==> src/rtl/alu_status_stage.sv <==
`default_nettype none
// ============================================================================
//  Module      : alu_status_stage
//  Description : Two-stage valid/ready execute stage. S1 holds operands, S2
//                holds the result C and the {V,N,Z} status register.
//  Revision    : 1.0 - initial release
// ============================================================================
module alu_status_stage #(
    parameter int WIDTH = 16
) (
    input  logic             clk,
    input  logic             reset,
    input  logic             in_valid,
    output logic             in_ready,
    input  logic [WIDTH-1:0] ain,
    input  logic [WIDTH-1:0] sout,
    input  logic             asel,
    input  logic [1:0]       alu_op,
    input  logic             write_status,
    output logic             out_valid,
    input  logic             out_ready,
    output logic [WIDTH-1:0] c_out,
    output logic [2:0]       status
);

    localparam logic [1:0]       c_OP_ADD = 2'b00;
    localparam logic [1:0]       c_OP_SUB = 2'b01;
    localparam logic [1:0]       c_OP_AND = 2'b10;
    localparam logic [1:0]       c_OP_NOT = 2'b11;
    localparam logic [WIDTH-1:0] c_ONE    = WIDTH'(1);

    logic             r_s1_valid;
    logic [WIDTH-1:0] r_s1_a;
    logic [WIDTH-1:0] r_s1_b;
    logic [1:0]       r_s1_op;
    logic             r_s1_ws;

    logic             r_out_valid;
    logic [WIDTH-1:0] r_c_out;
    logic [2:0]       r_status;

    logic             w_advance_s2;
    logic             w_accept;
    logic [WIDTH-1:0] w_sum;
    logic [WIDTH-1:0] w_diff;
    logic [WIDTH-1:0] w_result;
    logic             w_ovf;
    logic [2:0]       w_status_next;

    // S1 may refill in the same cycle it drains into S2, so no bubble.
    assign w_advance_s2 = r_s1_valid & (~r_out_valid | out_ready);
    assign in_ready     = ~r_s1_valid | w_advance_s2;
    assign w_accept     = in_valid & in_ready;

    assign w_sum  = r_s1_a + r_s1_b;
    assign w_diff = r_s1_a + ~r_s1_b + c_ONE;

    always_comb begin
        w_result = w_sum;
        w_ovf    = 1'b0;
        case (r_s1_op)
            c_OP_ADD: begin
                w_result = w_sum;
                w_ovf    = (r_s1_a[WIDTH-1] == r_s1_b[WIDTH-1]) &
                           (w_sum[WIDTH-1] != r_s1_a[WIDTH-1]);
            end
            c_OP_SUB: begin
                w_result = w_diff;
                w_ovf    = (r_s1_a[WIDTH-1] != r_s1_b[WIDTH-1]) &
                           (w_diff[WIDTH-1] != r_s1_a[WIDTH-1]);
            end
            c_OP_AND: w_result = r_s1_a & r_s1_b;
            c_OP_NOT: w_result = ~r_s1_b;
            default:  w_result = w_sum;
        endcase
        w_status_next = {w_ovf, w_result[WIDTH-1], (w_result == '0)};
    end

    always_ff @(posedge clk) begin
        if (reset) begin
            r_s1_valid  <= 1'b0;
            r_s1_a      <= '0;
            r_s1_b      <= '0;
            r_s1_op     <= 2'b00;
            r_s1_ws     <= 1'b0;
            r_out_valid <= 1'b0;
            r_c_out     <= '0;
            r_status    <= 3'b000;
        end else begin
            if (w_accept) begin
                r_s1_valid <= 1'b1;
                r_s1_a     <= asel ? '0 : ain;
                r_s1_b     <= sout;
                r_s1_op    <= alu_op;
                r_s1_ws    <= write_status;
            end else if (w_advance_s2) begin
                r_s1_valid <= 1'b0;
            end

            if (w_advance_s2) begin
                r_out_valid <= 1'b1;
                r_c_out     <= w_result;
                if (r_s1_ws) begin
                    r_status <= w_status_next;
                end
            end else if (r_out_valid & out_ready) begin
                r_out_valid <= 1'b0;
            end
        end
    end

    assign out_valid = r_out_valid;
    assign c_out     = r_c_out;
    assign status    = r_status;

endmodule
`default_nettype wire

==> config.mk <==
export PLATFORM = sky130hd
export DESIGN_NAME = alu_status_stage
export DESIGN_NICKNAME = d
export VERILOG_FILES = /design/src/rtl/alu_status_stage.sv
export SDC_FILE = /design/constraint.sdc
export NUM_CORES = 1
export LEC_CHECK = 0
export CAP_MARGIN = 30
export CORE_MARGIN = 10
export CORE_UTILIZATION = 50
export DETAILED_ROUTE_END_ITERATION = 16
export GPL_TIMING_DRIVEN = 0
export PLACE_DENSITY = 0.76
export SYNTH_ARGS = -nofsm -noshare
export SYNTH_HDL_FRONTEND = slang
export SYNTH_SLANG_ARGS = --single-unit
==> constraint.sdc <==
create_clock -name clk -period 5.05 [get_ports clk]
set_input_delay 1.2625 -clock clk [delete_from_list [all_inputs] [get_ports clk]]
set_output_delay 1.2625 -clock clk [all_outputs]
set_load 0.03 [all_outputs]
# Word-level counts from Yosys, hierarchy flattened
# Cells that the tools add are included.
[totals] input_bits=40 output_inout_bits=21 ff_bits=56 wordCells=41
[op_classes] n_eq_ne=7 n_mux=7 reduce_logical=5 n_addsub=3 bitwise=11
[op_table] operator="one-hot mux 16 bit (4 select lines)" n=1
[op_table] operator="adder 16 bit" n=2
[op_table] operator="adder 16 x 1 -> 16 bit (second input constant)" n=1
[op_table] operator="AND 16 bit" n=1
[op_table] operator="zero test 16 bit" n=1
[op_table] operator="2-to-1 mux 16 bit" n=1
[op_table] operator="NOT 16 bit" n=1
[op_table] operator="AND 1 bit" n=5
[op_table] operator="equality test 2 bit (second input constant)" n=2
[op_table] operator="2-to-1 mux 1 bit" n=4
[op_table] operator="nonzero test 2 bit" n=2
[op_table] operator="!= test 1 bit" n=3
[op_table] operator="equality test 2 x 1 -> 1 bit (second input constant)" n=1
[op_table] operator="zero test 2 bit" n=1
[op_table] operator="NOT 1 bit" n=2
[op_table] operator="OR 1 bit" n=2
[op_table] operator="one-hot mux 1 bit (2 select lines)" n=1
[op_table] operator="AND reduction 2 bit" n=1
[op_table] operator="equality test 1 bit" n=1

# Depth between registers and ports, before layout
[depth] ltp_word=6 ltp_mapped=12 mapped_depth_nobuf=12

# Worst setup path before layout
# No wires, ideal clock.
[synth_timing] kind="input to output" startpoint="in out_ready" endpoint="out in_ready" n_path_buf=0 stages=2 t_arrival_ps=1655 required_ps=3788 path_slack_ps=2133 path_cell_list="nor2b_1 nand2_1"
[synth_via] elab_chain_cells=3
[synth_rtl] element="start: declaration" line_no="21" text="input logic out_ready,"
[synth_rtl] element="OR 1 bit" line_no="51" text="assign w_advance_s2 = r_s1_valid & (~r_out_valid | out_ready);"
[synth_rtl] element="AND 1 bit" line_no="51"
[synth_rtl] element="OR 1 bit" line_no="52" text="assign in_ready = ~r_s1_valid | w_advance_s2;"
[synth_rtl] element="end: declaration" line_no="14" text="output logic in_ready,"
# Every way passes these cells.

# Worst setup path after layout
# Ends and elaborated chain as after synthesis.

==> summary.txt <==
Die area: 12,600 sq um
Worst-Margin Slew: 0.7584 ns
TNS Setup: 0 ns
Tcrit/Tclk final: 76.74%
Cts repair resizes: 0
Max-slew violation count: 0
Worst Path Arrival: 2.61 ns
Clock transition at path regs: 0.11 ns
# clock sinks: 56
Count leader, synth: nand2_1
Synth Net Count: 623
GP Congestion: 0.9316
Initial drt markers: 228
Post-synth EDFFs: 0
Max-cap violations: 0
Status: finished clean
M3 GR Usage: 3.568%
Clock Path Buffers: 2
Max_slew headroom: 49.44%
Pin count of the biggest net entering global routing: 19
Leak Pwr: 0.001976 uW
Num CTS Buffers: 5
Seq/Total Area, Yosys: 26.35%
M2 GR Usage: 31.48%
Root buf cell: clkbuf_8
Final Cell Area: 5076 sq um
Core Region: 8258 sq um
Worst setup path class: input port to output port
Tmin final: 3.875 ns
Synth cell count leaders: nand2_1 (81), a21oi_1 (61), dfxtp_1 (56)
Vias in the first global route: 4,096
Share of layout cells above drive strength 1: 6.969%
Clock skew: 0.009185 ns
Total power: 1112 uW
CP startpoint kind: input port
Pre-antenna DRT Iters: 4
Fmax: 0.2581 GHz
Async SR Flop Fraction: 0%
Largest area contributor in the netlist: dfxtp_1
GRT met1 Usage: 26.14%
DR WL/cell: 17.88 microns
ANT cells: 0
Count of input and output buffers: 60
Post-synthesis cell type count: 73
CP Capture Type: output port
Largest cells by area after synthesis: dfxtp_1 (26%), ha_1 (9.4%), a21oi_1 (7.2%), nand2_1 (7.1%), nor2_1 (3.8%)
Post-route ant nets: 0
Busiest layer in global routing: met2
Placed cell area: 4986 sq um
Via/cell ratio: 5.794
Most used DFF post-synth: dfxtp_1
CP Max Fanout: 3
Synth top area share: 26.35%
Core Rows: 33
H-tree levels: 2
Die Wd: 112.2 microns
Worst Hold Slack: 0.4635 ns
Vias: 4,183
Die Y-Extent: 112.2 microns
Nets: 690
Clk_lat worst skew: 0.32 ns
Yosys reg bits: 56
Initial Util: 51.52%
Endpoints failing hold: 0
Max VDD drop: 143.5 uV
RSZ-0062 raised after global routing: no
Final core utilization: 61.47%
Antenna violations before repair: 0
Grt ovf: 0
DRC: 0
First-pass GRT wire length: 20,700 microns
Area of the mapped netlist: 4254 sq um
Wirelength, routed: 12,910 microns
Min-delay worst type: flip-flop to flip-flop
Ports: 61
Post-synthesis cell count: 549
Power Density: 219.0 nW/um^2
# hold bufs at CTS: 0
WP data required: 3.79 ns
Synth warnings: 0
Final HPWL DP: 10,480 microns
CTS tree: built
All-Layer GR Usage: 19.58%
Post-CTS setup buffer count: 0
Area added between synthesis and finish: 19.32%
Setup Viol. Count Final: 0
Avg Synthesized Cell Area: 7.749 sq um
## stage by stage
| step | worst slack, ns | std cells |
|---|---|---|
| finish | 1.175 | 722 |
| global route | 1.078 | 722 |
| CTS | 1.176 | 722 |
| detailed placement | 1.183 | 714 |
| global placement | 1.201 | 714 |
| floorplan | 2.133 | 549 |
## layer usage
metal  vias to the layer above  wire (microns)
li1                       2080               -
met1                      1951            5996
met2                       140            5830
met3                        12             899
met4                         0             181
met5                         -               0
## kinds of logic after synthesis
kind of cell    after synthesis  synth area share (%)
mux                          15                 4.471
flops                        56                 26.35
buf+inv                      67                 6.294
xor+xnor                     14                 2.882
simple gates                207                 23.79
compound gates              156                 25.85
fa+ha+maj                    34                 10.35
## worst max-delay path: stages
cell	delay (ns)
clkdlybuf4s50_1	0.42
nor2b_1	0.18
nand2_1	0.12
clkdlybuf4s50_1	0.62
## layout make-up
class	instances	area (sq um)
Tap cell	105	131.4
Sequential cell	56	1121
Clock inverter	2	17.52
Timing Repair Buffer	60	600.6
Clock buffer	6	72.57
Buffer	32	136.4
Inverter	35	131.4
Fill cell	777	3182
Multi-Input combinational cell	426	2865
## state kept, by name, indices dropped and copies added (netlist names)
| signal | flops |
|---|---|
| r_s1_ws | 1 |
| r_s1_a | 16 |
| out_valid | 1 |
| c_out | 16 |
| r_s1_valid | 1 |
| r_s1_b | 16 |
| status | 3 |
| r_s1_op | 2 |
## cell usage in the layout (no fill, tap or decap), types with 6 or more instances in the layout
cell type	instances
nand2_1	81
a211oi_1	15
a21oi_1	61
ha_1	32
inv_1	32
nor3_1	12
xnor2_1	11
nor2b_1	11
o21a_1	6
dfxtp_1	56
o21ai_0	19
nand3b_1	19
mux2i_1	10
clkdlybuf4s50_1	60
nand2b_1	7
nor2_1	43
clkbuf_1	24
## final timing paths
kind / start / end / slack, ns / cells after the start
min: c_out[13]$_SDFFE_PP0P_ / c_out[13]$_SDFFE_PP0P_ / 0.46 / 2
max: out_ready / in_ready / 1.17 / 4
min reg2reg: c_out[13]$_SDFFE_PP0P_ / c_out[13]$_SDFFE_PP0P_ / 0.46 / 2
max reg2reg: r_s1_b[1]$_SDFFE_PP0P_ / c_out[11]$_SDFFE_PP0P_ / 1.86 / 10
## power breakdown
| group | internal (uW) | switching [uW] | leakage, uW |
|---|---|---|---|
| registers | 465 | 21.9 | 0.000459 |
| clock network | 102 | 164 | 0.0000462 |
| logic | 155 | 203 | 0.00147 |
| total | 722 | 389 | 0.00198 |
No activity file was read; power rests on OpenSTA's default activity.
